===== src/rtl/tmds_decoder_aligner.sv =====
`default_nettype none
// ============================================================================
//  Module      : tmds_decoder_aligner
//  Description : TMDS receive channel. Finds the 10-bit word boundary in a
//                deserialized stream by hunting for runs of control tokens,
//                then decodes aligned words into pixel data, control bits
//                and data enable, and reports lock status.
//  Revision    : 1.0 - initial release
// ============================================================================
module tmds_decoder_aligner #(
    parameter int LOCK_RUN       = 32,
    parameter int MAINT_RUN      = 8,
    parameter int SEARCH_TIMEOUT = 4096,
    parameter int LOSS_TIMEOUT   = 8192
) (
    input  logic       clk_pix,
    input  logic       rst_pix,
    input  logic [9:0] tmds_raw,
    output logic [7:0] data_out,
    output logic [1:0] ctrl_out,
    output logic       de,
    output logic       locked,
    output logic [3:0] word_offset
);

    // Counter widths: the timeout counter is shared by both states, so it
    // is sized for the larger of the two limits.
    localparam int TMO_MAX = (SEARCH_TIMEOUT > LOSS_TIMEOUT) ? SEARCH_TIMEOUT : LOSS_TIMEOUT;
    localparam int TMO_W   = $clog2(TMO_MAX) + 1;
    localparam int RUN_W   = $clog2(LOCK_RUN) + 1;

    localparam logic [RUN_W-1:0] RUN_LOCK       = RUN_W'(LOCK_RUN);
    localparam logic [RUN_W-1:0] RUN_MAINT      = RUN_W'(MAINT_RUN);
    localparam logic [RUN_W-1:0] RUN_ONE        = RUN_W'(1);
    localparam logic [TMO_W-1:0] TMO_SEARCH_END = TMO_W'(SEARCH_TIMEOUT - 1);
    localparam logic [TMO_W-1:0] TMO_LOSS_END   = TMO_W'(LOSS_TIMEOUT - 1);
    localparam logic [TMO_W-1:0] TMO_ONE        = TMO_W'(1);
    localparam logic [3:0]       OFFSET_LAST    = 4'd9;

    // The four DVI control tokens
    localparam logic [9:0] TOK_C00 = 10'h354;
    localparam logic [9:0] TOK_C01 = 10'h0AB;
    localparam logic [9:0] TOK_C10 = 10'h154;
    localparam logic [9:0] TOK_C11 = 10'h2AB;

    localparam logic [0:0] ST_SEARCH = 1'b0;
    localparam logic [0:0] ST_LOCKED = 1'b1;

    // Alignment path
    logic [9:0]  raw_prev;
    logic [19:0] window;
    logic [4:0]  sel;
    logic [9:0]  aligned;
    logic [9:0]  stage1;

    // Token detect / decode on the stage-1 word
    logic        is_token;
    logic [1:0]  token_ctrl;
    logic [7:0]  dec_data;

    // Alignment FSM
    logic [0:0]       state;
    logic [0:0]       state_nxt;
    logic [3:0]       offset;
    logic [3:0]       offset_nxt;
    logic [3:0]       offset_adv;
    logic [RUN_W-1:0] run_cnt;
    logic [RUN_W-1:0] run_nxt;
    logic [RUN_W-1:0] run_inc;
    logic [TMO_W-1:0] tmo_cnt;
    logic [TMO_W-1:0] tmo_nxt;
    logic             lock_hit;
    logic             maint_event;

    // Stage-2 next values
    logic [7:0] data_nxt;
    logic [1:0] ctrl_nxt;
    logic       de_nxt;
    logic       locked_nxt;

    // Earlier bits sit in the lower half of the window, so a rising offset
    // slides the boundary later in the serial stream.
    assign window      = {tmds_raw, raw_prev};
    assign sel         = {1'b0, offset};
    assign aligned     = window[sel +: 10];
    assign word_offset = offset;

    // Previous raw word and stage-1 aligned word
    always_ff @(posedge clk_pix) begin
        if (rst_pix) begin
            raw_prev <= '0;
            stage1   <= '0;
        end else begin
            raw_prev <= tmds_raw;
            stage1   <= aligned;
        end
    end

    // Control token recognition on the stage-1 word
    always_comb begin
        is_token   = 1'b1;
        token_ctrl = 2'b00;
        case (stage1)
            TOK_C00: token_ctrl = 2'b00;
            TOK_C01: token_ctrl = 2'b01;
            TOK_C10: token_ctrl = 2'b10;
            TOK_C11: token_ctrl = 2'b11;
            default: is_token   = 1'b0;
        endcase
    end

    // TMDS data decode: undo the optional inversion, then the XOR/XNOR chain
    always_comb begin
        logic [7:0] d;
        d        = stage1[9] ? ~stage1[7:0] : stage1[7:0];
        dec_data = '0;
        dec_data[0] = d[0];
        for (int i = 1; i < 8; i++) begin
            dec_data[i] = stage1[8] ? (d[i] ^ d[i-1]) : ~(d[i] ^ d[i-1]);
        end
    end

    // Alignment FSM state, offset and counters
    always_ff @(posedge clk_pix) begin
        if (rst_pix) begin
            state   <= ST_SEARCH;
            offset  <= '0;
            run_cnt <= '0;
            tmo_cnt <= '0;
        end else begin
            state   <= state_nxt;
            offset  <= offset_nxt;
            run_cnt <= run_nxt;
            tmo_cnt <= tmo_nxt;
        end
    end

    // Run counter saturates so a long blanking interval cannot wrap it
    assign run_inc     = is_token ? ((run_cnt == RUN_LOCK) ? run_cnt : run_cnt + RUN_ONE) : '0;
    assign lock_hit    = (run_inc == RUN_LOCK);
    // Any run of at least MAINT_RUN tokens keeps the lock fresh, so a long
    // blanking period refreshes continuously rather than once.
    assign maint_event = (run_inc >= RUN_MAINT);
    assign offset_adv  = (offset == OFFSET_LAST) ? 4'd0 : offset + 4'd1;

    // Next-state: lock acquisition, offset hunting and loss of lock
    always_comb begin
        state_nxt  = state;
        offset_nxt = offset;
        run_nxt    = run_inc;
        tmo_nxt    = tmo_cnt + TMO_ONE;
        case (state)
            ST_SEARCH: begin
                if (lock_hit) begin
                    state_nxt = ST_LOCKED;
                    tmo_nxt   = '0;
                end else if (tmo_cnt == TMO_SEARCH_END) begin
                    offset_nxt = offset_adv;
                    run_nxt    = '0;
                    tmo_nxt    = '0;
                end
            end
            ST_LOCKED: begin
                if (maint_event) begin
                    tmo_nxt = '0;
                end else if (tmo_cnt == TMO_LOSS_END) begin
                    state_nxt  = ST_SEARCH;
                    offset_nxt = offset_adv;
                    run_nxt    = '0;
                    tmo_nxt    = '0;
                end
            end
            default: begin
                state_nxt  = ST_SEARCH;
                offset_nxt = '0;
                run_nxt    = '0;
                tmo_nxt    = '0;
            end
        endcase
    end

    // Output selection: decode only while locked, hold the unused field
    always_comb begin
        data_nxt   = data_out;
        ctrl_nxt   = ctrl_out;
        de_nxt     = 1'b0;
        locked_nxt = (state == ST_LOCKED);
        if (state != ST_LOCKED) begin
            data_nxt = '0;
            ctrl_nxt = '0;
        end else if (is_token) begin
            ctrl_nxt = token_ctrl;
        end else begin
            de_nxt   = 1'b1;
            data_nxt = dec_data;
        end
    end

    // Stage-2 output register
    always_ff @(posedge clk_pix) begin
        if (rst_pix) begin
            data_out <= '0;
            ctrl_out <= '0;
            de       <= 1'b0;
            locked   <= 1'b0;
        end else begin
            data_out <= data_nxt;
            ctrl_out <= ctrl_nxt;
            de       <= de_nxt;
            locked   <= locked_nxt;
        end
    end

endmodule
`default_nettype wire


===== config.mk =====
export PLATFORM = sky130hd
export DESIGN_NAME = tmds_decoder_aligner
export DESIGN_NICKNAME = d
export VERILOG_FILES = /design/src/rtl/tmds_decoder_aligner.sv
export SDC_FILE = /design/constraint.sdc
export NUM_CORES = 1
export LEC_CHECK = 0
export CELL_PAD_IN_SITES_DETAIL_PLACEMENT = 1
export CELL_PAD_IN_SITES_GLOBAL_PLACEMENT = 1
export CORE_MARGIN = 1
export CORE_UTILIZATION = 44
export CTS_CLUSTER_DIAMETER = 100
export CTS_CLUSTER_SIZE = 12
export DETAILED_ROUTE_END_ITERATION = 12
export PLACE_DENSITY_LB_ADDON = 0.1
export SLEW_MARGIN = 20
export SYNTH_ARGS = -nofsm -noshare
export SYNTH_HDL_FRONTEND = slang
export SYNTH_SLANG_ARGS = --single-unit

===== constraint.sdc =====
create_clock -name clk_pix -period 2.2 [get_ports clk_pix]
set_input_delay 0.33 -clock clk_pix [delete_from_list [all_inputs] [get_ports clk_pix]]
set_output_delay 0.33 -clock clk_pix [all_outputs]
set_load 0.01 [all_outputs]

==> results of run 1 <==
what timing repair did:
item | in CTS | in global routing
resized for setup | 2 | 6
endpoints found under the setup margin | 5 | 21
pin swaps | 0 | 1
setup buffers | 0 | 3
hold endpoints to repair | 0 | 0
area by class of cell:
type,count,area share
inverters,15,0.0144
clock buffers,9,0.0317
flip-flops and latches,57,0.294
repair buffers,44,0.102
multi-input cells,265,0.503
clock inverters,7,0.0244
well taps,96,0.0308
how the worst max path moves through the flow:
stage,startpoint,to,slack (ps),cells past startpoint
detailed placement,run_cnt[0],tmo_cnt[3],0.5,9
CTS,run_cnt[0],tmo_cnt[3],40,9
finish,word_offset[1],word_offset[1],110,3
global route,stage1[0],tmo_cnt[10],-40,8
global placement,run_cnt[0],tmo_cnt[13],140,9
floorplan,run_cnt[0],word_offset[3],330,9
registers in the layout, summed over array words and instances, names as in the netlist:
name,flops
ctrl_out,2
data_out,8
de,1
locked,1
locked_nxt,1
raw_prev,10
run_cnt,6
stage1,10
tmo_cnt,14
word_offset,4
routing by layer:
layer,up-vias,track usage,routed length (um)
met2,41,0.350,3500
met3,9,0.0424,219
met1,1260,0.281,3580
met5,-,0,0
li1,1323,-,-
met4,0,0.0671,81
synthesized netlist by cell type (10+ instances only):
| master | number |
|---|---|
| sky130_fd_sc_hd__nor2b_1 | 15 |
| sky130_fd_sc_hd__inv_1 | 14 |
| sky130_fd_sc_hd__ha_1 | 11 |
| sky130_fd_sc_hd__xnor2_1 | 18 |
| sky130_fd_sc_hd__clkbuf_1 | 11 |
| sky130_fd_sc_hd__a21oi_1 | 21 |
| sky130_fd_sc_hd__xor2_1 | 10 |
| sky130_fd_sc_hd__mux2i_1 | 22 |
| sky130_fd_sc_hd__nand2_1 | 18 |
| sky130_fd_sc_hd__dfxtp_1 | 57 |
| sky130_fd_sc_hd__nor2_1 | 51 |
| sky130_fd_sc_hd__a211oi_1 | 20 |
kinds of logic (layout without fill, tap and decap cells):
logic type | Yosys count | in the layout | share of synthesized area
mux | 30 | 30 | 0.109
buf+inv | 36 | 75 | 0.0554
flops | 57 | 57 | 0.351
simple gates | 126 | 126 | 0.216
compound gates | 70 | 70 | 0.151
fa+ha+maj | 11 | 11 | 0.0423
xor+xnor | 28 | 28 | 0.0754
power groups by stage:
stage | sequential, mW | combinational [mW] | clock [mW]
after floorplan | 1.09 | 0.108 | 0
after global placement | 1.09 | 0.157 | 0
after detailed placement | 1.09 | 0.160 | 0
after CTS | 1.07 | 0.163 | 1.11
after global routing | 1.07 | 0.179 | 1.17
final | 1.07 | 0.162 | 1.08
per-stage QoR:
stage | setup WS (ps) | setup TNS (ps) | hold slack [ps]
floorplan | 335 | 0 | 426
global placement | 141 | 0 | 438
detailed placement | 0.514 | 0 | 450
CTS | 43.2 | 0 | 467
global route | -38.0 | -305 | 520
finish | 114 | 0 | 462
worst max-delay path, cell delays in order, from the launching register on:
cell and delay (ps):
sky130_fd_sc_hd__dfxtp_2 510, sky130_fd_sc_hd__buf_4 220, sky130_fd_sc_hd__buf_4 160, sky130_fd_sc_hd__clkdlybuf4s50_1 540
==> results.md, run 1 <==
* Status: complete, no violations
* Unrepaired setup endpoints after global routing: true
* Actual slew at the worst max-slew pin at 501 ps
* CP Data Required Time at 1870 ps
* Die boundary width at 88.0 um
* Number of nets produced by synthesis at 381
* Clock transition time at the flip-flop clock pins of the worst setup and hold paths at roughly 70 ps
* Residual DRC at 0
* Share of power burned in the clock network at 0.468
* Cell area after placement at 3620 um^2
* Detailed-route via count at 2633
* IO Count at 28
* Number of hold-repair buffers added at the cts stage at 0
* Sequential share of the synthesized area at 0.351
* Worst-case clock buffer depth at 2
* Final core utilization at 0.559
* Final Cycle Share at 0.948
* Clock tree from TritonCTS: yes
* Cells after DPL at roughly 470
* Static leakage at 1.47 nW
* Num rows at 30
* Library cell occupying the most area in the post-synthesis netlist: sky130_fd_sc_hd__dfxtp_1
* Post-Synthesis Cells at about 360
* Pin count of the biggest net entering global routing at 22
* Most common cell after layout, fill and taps aside: sky130_fd_sc_hd__dfxtp_1
* IO buf count at 27
* Number of enable flip-flop cells after synthesis at 0
* Worst Hold Launch: tmo_cnt[0]
* Global-route total usage across every layer at 0.213
* Area of the multi-input gates at slightly below 2000 um^2
* Worst min-delay path endpoint: tmo_cnt[0]
* Initial cell density of the core at 0.466
* Total of endpoints with negative setup slack in the final report at 0
* Part of the power in combinational logic at 0.070
* Launch instance of the worst register-to-register path: run_cnt[0]
* Clock sinks at 57
* Via-per-instance ratio at 5.34
* Clock buffers created by TritonCTS at 9
* Highest-count cells in the layout ignoring fill and taps: sky130_fd_sc_hd__dfxtp_1 (53), sky130_fd_sc_hd__nor2_1 (51), sky130_fd_sc_hd__clkdlybuf4s50_1 (27)
* Routed len/inst at 15.0 um
* VDD IR-drop max at between 0.0002 and 0.0003 V
* Number of antenna diodes at 0
* Overall overflow remaining after global route at 0
* FF+latch count, synth at 57
* Fraction of registers with async set or reset after synthesis at 0
* Summed instance area of the synthesized netlist at 3250 um^2
* Maximum achievable frequency at between 0.4 and 0.5 GHz
* Number of antenna violations at the first check in global routing at 0
* Number of fill cells in the layout at 826
* Placeable core region at 6980 um^2
* ANT nets after route at 0
* Portion of synthesized cell area occupied by the leading cell type at 0.351
* Flip-flop cell with the highest count after synthesis: sky130_fd_sc_hd__dfxtp_1
* Post-detailed-placement half-perimeter wirelength at 5490 um
* Full die area at between 7000 and 8000 um^2
* Gp weighted congestion at 0.787
* Internal power consumption at 1.77 mW
* Data arrival time of the worst path at 1760 ps
* Height of the die at 88.0 um
* Sw Ratio at 0.235
* R2R Setup Slk at 150 ps
* Relative area change from synthesis to final layout at 20.0%
* Clock root cell: sky130_fd_sc_hd__clkbuf_8
* Total design power at 2.32 mW
* CP max FO at 11
* Endpoint type of the worst setup path: primary output
* HP Class: register to register
* Sort of element at the start of the critical path: register
* Depth of the CTS H-tree at 3
* Mapped Avg Cell Area at 9.08 um^2
* Ratio of cells with drive above 1 in the final layout at 0.174
* Max-slew violation count at 0
* Number of warning messages in the yosys log at 0
* Number of standard cells in the layout, taps in and fillers out at 493
* Worst-skew pair later-pin latency at between 300 and 400 ps
* Number of cells on the worst reg-to-reg path at 9
* Post-route standard cell area excluding fillers at 3900 um^2
* Net count, final at 415
* Total wire length after detailed routing at 7380 um
* Maximum clock skew at final layout at approximately 8.7 ps
* Tightest slew margin relative to the limit at 0.666
* Initial DRC count at 73
* Worst Hold Path Cells at 1
* Largest cells by area after synthesis: sky130_fd_sc_hd__dfxtp_1 (35%), sky130_fd_sc_hd__mux2i_1 (6.8%), sky130_fd_sc_hd__nor2_1 (5.9%), sky130_fd_sc_hd__xnor2_1 (4.8%), sky130_fd_sc_hd__a211oi_1 (4.6%)
* Post-synthesis cell type count at 60
* Iteration count of the initial detailed-routing pass at 4
* Wire length of the first global-routing pass at 12700 um
* R2r endpoint: tmo_cnt[3]
* Power Dens Cells at 593 nW/um^2
* Reg power frac at 0.463
* Critical path type: register to primary output
* Register cell area after layout at 1150 um^2
* Total of max-cap violations at 0
* Via count of the first global-routing pass at ~2.6k
* Switching component of the power at between 0.5 and 0.6 mW
* Final critical-path required period at 2090 ps
* Number of endpoints with negative hold slack in the final report at 0
(Power assumes the default switching activity.)
==> inputs of run 2 (changes only) <==
--- a/config.mk
+++ b/config.mk
@@ -13,7 +13,7 @@
 export CTS_CLUSTER_SIZE = 12
 export DETAILED_ROUTE_END_ITERATION = 12
 export PLACE_DENSITY_LB_ADDON = 0.1
-export SLEW_MARGIN = 20
+export SLEW_MARGIN = 5
 export SYNTH_ARGS = -nofsm -noshare
 export SYNTH_HDL_FRONTEND = slang
 export SYNTH_SLANG_ARGS = --single-unit
==> results of run 2 <==
Final layout, timing and power as in run 1 (identical DEF).
==> inputs of run 3 (changes only) <==
--- a/config.mk
+++ b/config.mk
@@ -8,10 +8,11 @@
 export CELL_PAD_IN_SITES_DETAIL_PLACEMENT = 1
 export CELL_PAD_IN_SITES_GLOBAL_PLACEMENT = 1
 export CORE_MARGIN = 1
-export CORE_UTILIZATION = 44
+export CORE_UTILIZATION = 49
 export CTS_CLUSTER_DIAMETER = 100
 export CTS_CLUSTER_SIZE = 12
 export DETAILED_ROUTE_END_ITERATION = 12
+export DONT_BUFFER_PORTS = 1
 export PLACE_DENSITY_LB_ADDON = 0.1
 export SLEW_MARGIN = 5
 export SYNTH_ARGS = -nofsm -noshare
==> run 3 against run 2 <==
Net effect: via count fell by 4.2%; non-clock buffer count fell by 31; die area fell by 10%; cell area fell by 6.4%; register-to-register slack got worse by 50 ps; setup slack got worse by 17 ps; worst hold slack got worse by 400 ps; maximum frequency fell by 0.83%.
==> results.md, run 3 (synthesis gave the netlist of run 1 again) <==
* ANT nets after route at 0 (unchanged)
* Highest-count cells in the layout ignoring fill and taps: sky130_fd_sc_hd__dfxtp_1 (54), sky130_fd_sc_hd__nor2_1 (51), sky130_fd_sc_hd__mux2i_1 (22)
* Cell area after placement at 3290 um^2 (-9.2%)
* Worst hold margin at 60.7 ps (-401 ps)
* Worst-skew pair later-pin latency at 340 ps (about the same)
* IO Count at 28 (unchanged)
* Kind of cell adding the most delay to the critical path: compound AO/OA/AOI/OAI gates
* Global-route total usage across every layer at 0.229 (+0.0160)
* Overall overflow remaining after global route at 0 (unchanged)
* Sort of element at the start of the critical path: register
* Final critical-path required period at 2100 ps (+17.5 ps)
* CP max FO at 8 (-3)
* Placeable core region at 6390 um^2 (-8.5%)
* Most Frequent Cell on Critical Path: sky130_fd_sc_hd__buf_4
* Sw Ratio at 0.220 (-0.0150)
* Total wire length after detailed routing at 7450 um (+0.89%)
* Maximum achievable frequency at 0.475 GHz (-0.83%)
* Initial cell density of the core at 0.509 (+0.0434)
* Pin count of the biggest net entering global routing at 31 (+41%)
* Switching component of the power at 0.525 mW (-3.3%)
* Clock transition time at the flip-flop clock pins of the worst setup and hold paths at 70 ps (about the same)
* HP Class: input pin to register
* Die boundary width at 83.5 um (-5.1%)
* Max-slew violation count at 0 (unchanged)
* Registers with the most flip-flops: tmo_cnt: 14 flops, raw_prev: 10 flops, stage1: 10 flops
* R2R Setup Slk at 100 ps (-50 ps)
* Reg power frac at 0.447 (-0.016)
* Maximum clock skew at final layout at 10.7 ps (+2.03 ps)
* Depth of the CTS H-tree at 3 (unchanged)
* Final Cycle Share at 0.956 (+0.00794)
* Height of the die at 83.5 um (-5.1%)
* Total of max-cap violations at 0 (unchanged)
* Internal power consumption at 1.87 mW (+5.3%)
* Crit path setup slack, layout at 96.9 ps (-17.5 ps)
* Ratio of cells with drive above 1 in the final layout at 0.177 (+0.00331)
* Initial DRC count at 85 (+16%)
* Post-route standard cell area excluding fillers at 3650 um^2 (-6.4%)
* Actual slew at the worst max-slew pin at 579 ps (+78.3 ps)
* Tightest slew margin relative to the limit at 0.613 (-0.0537)
* Power Dens Cells at 655 nW/um^2 (+10%)
* Critical path type: register to register
* Number of antenna violations at the first check in global routing at 0 (unchanged)
* Num rows at 29 (-3.3%)
* Worst-case clock buffer depth at 2 (unchanged)
* Most common cell after layout, fill and taps aside: sky130_fd_sc_hd__dfxtp_1
* Gp weighted congestion at 0.813 (+3.4%)
* Net count, final at 385 (-7.2%)
* Via count of the first global-routing pass at 2555 (-2.6%)
* Slowest library cell on the worst path: sky130_fd_sc_hd__a2111oi_2
* CP Data Required Time at 2470 ps (+600 ps)
* Status: complete, no violations
* Clock root cell: sky130_fd_sc_hd__clkbuf_8
* Summed negative setup slack over all endpoints at 0 ps (unchanged)
* Residual DRC at 0 (unchanged)
* Part of the power in combinational logic at 0.052 (-0.018)
* Via-per-instance ratio at 5.68 (+6.4%)
* Data arrival time of the worst path at 2370 ps (+610 ps)
* Iteration count of the initial detailed-routing pass at 4 (unchanged)
* Relative area change from synthesis to final layout at 12.3%
* Number of antenna diodes at 0 (unchanged)
* Buffers plus inverters on the worst setup path at 3 (unchanged)
* Full die area at 6970 um^2 (-10%)
* Delay of the slowest cell on the worst path at 390 ps (-150 ps)
* Routed len/inst at 16.8 um (+12%)
* Clock buffers created by TritonCTS at 9 (unchanged)
* Wire length of the first global-routing pass at 12600 um (-0.17%)
* Share of power burned in the clock network at 0.501 (+0.033)
* Clock sinks at 57 (unchanged)
* Number of flip-flops in the largest register at 14 (unchanged)
* Post-detailed-placement half-perimeter wirelength at 5250 um (-4.4%)
* IO buf count at 0 (-100%)
* Detailed-route via count at 2523 (-4.2%)
* Static leakage at 1.36 nW (-7.1%)
* Worst setup timing slack at the placement stage at 3.75 ps (+3.23 ps)
* Endpoint type of the worst setup path: register
* VDD IR-drop max at 0.000426 V (+46%)
* Number of endpoints with negative hold slack in the final report at 0 (unchanged)
* Clock tree from TritonCTS: yes
* Total of endpoints with negative setup slack in the final report at 0 (unchanged)
* Critical path, cell by cell: inv_1 -> ha_1 -> nand2_1 -> nor4_4 -> buf_4 -> buf_4 -> o211ai_4 -> a2111oi_2 -> o21ai_1 -> a21oi_1
* Number of fill cells in the layout at 764 (-7.5%)
* Register with the highest flop count: tmo_cnt
[run 3: metrics by stage]
stage,power [mW],cells,utilization
after detailed placement,1.21,421,0.515
after floorplan,1.20,358,-
after global routing,2.48,444,0.572
after CTS,2.42,437,0.553
after global placement,1.21,421,0.515
final,2.39,444,0.572
[run 3: metal layers]
metal,share of wire,wire (um),track usage,up-vias
met5,0,0,0,-
met1,0.48,3570,0.301,1202
li1,-,-,-,1269
met2,0.46,3420,0.358,44
met3,0.048,356,0.0643,8
met4,0.014,103,0.0878,0
[run 3: worst register-to-register path: cells and delay by family, from the launching register on]
family / cells / cell delay, ps
AO/OA/AOI/OAI: 4 / 720
adder cells (fa/ha/maj): 1 / 180
buffers and inverters: 3 / 470
flip-flops: 1 / 380
AND/OR/NAND/NOR: 2 / 290
[run 3: worst paths after layout]
path / end / startpoint / depth (start not counted)
hold reg to reg: tmo_cnt[0] / tmo_cnt[0] / 1
hold / removal: locked_nxt / rst_pix / 1
setup / recovery: word_offset[3] / run_cnt[1] / 10
setup reg to reg: word_offset[3] / run_cnt[1] / 10
[run 3: final cells by class]
type                    instances  area [um^2]  area share
inverters                      15         56.3      0.0154
clock buffers                  11          131      0.0360
repair buffers                 13          110      0.0301
multi-input cells             266         2000       0.549
clock inverters                 5          104      0.0284
well taps                      77         96.3      0.0264
flip-flops and latches         57         1150       0.315
[run 3: power by group through the flow]
stage          registers (mW)  logic (mW)  clock network [mW]
2_1_floorplan            1.09       0.108                   0
3_3_place_gp             1.09       0.116                   0
3_5_place_dp             1.09       0.119                   0
4_1_cts                  1.07       0.123                1.22
5_1_grt                  1.07       0.138                1.27
6_report                 1.07       0.123                1.20
[run 3: repair_timing]
action                                 CTS  global route
hold buffers                             0             0
cloned                                   0             1
setup buffers                            0             6
pin swaps                                0             6
endpoints found under the hold margin    0             0
setup endpoints to repair               10            23
gates resized for setup                  1            14
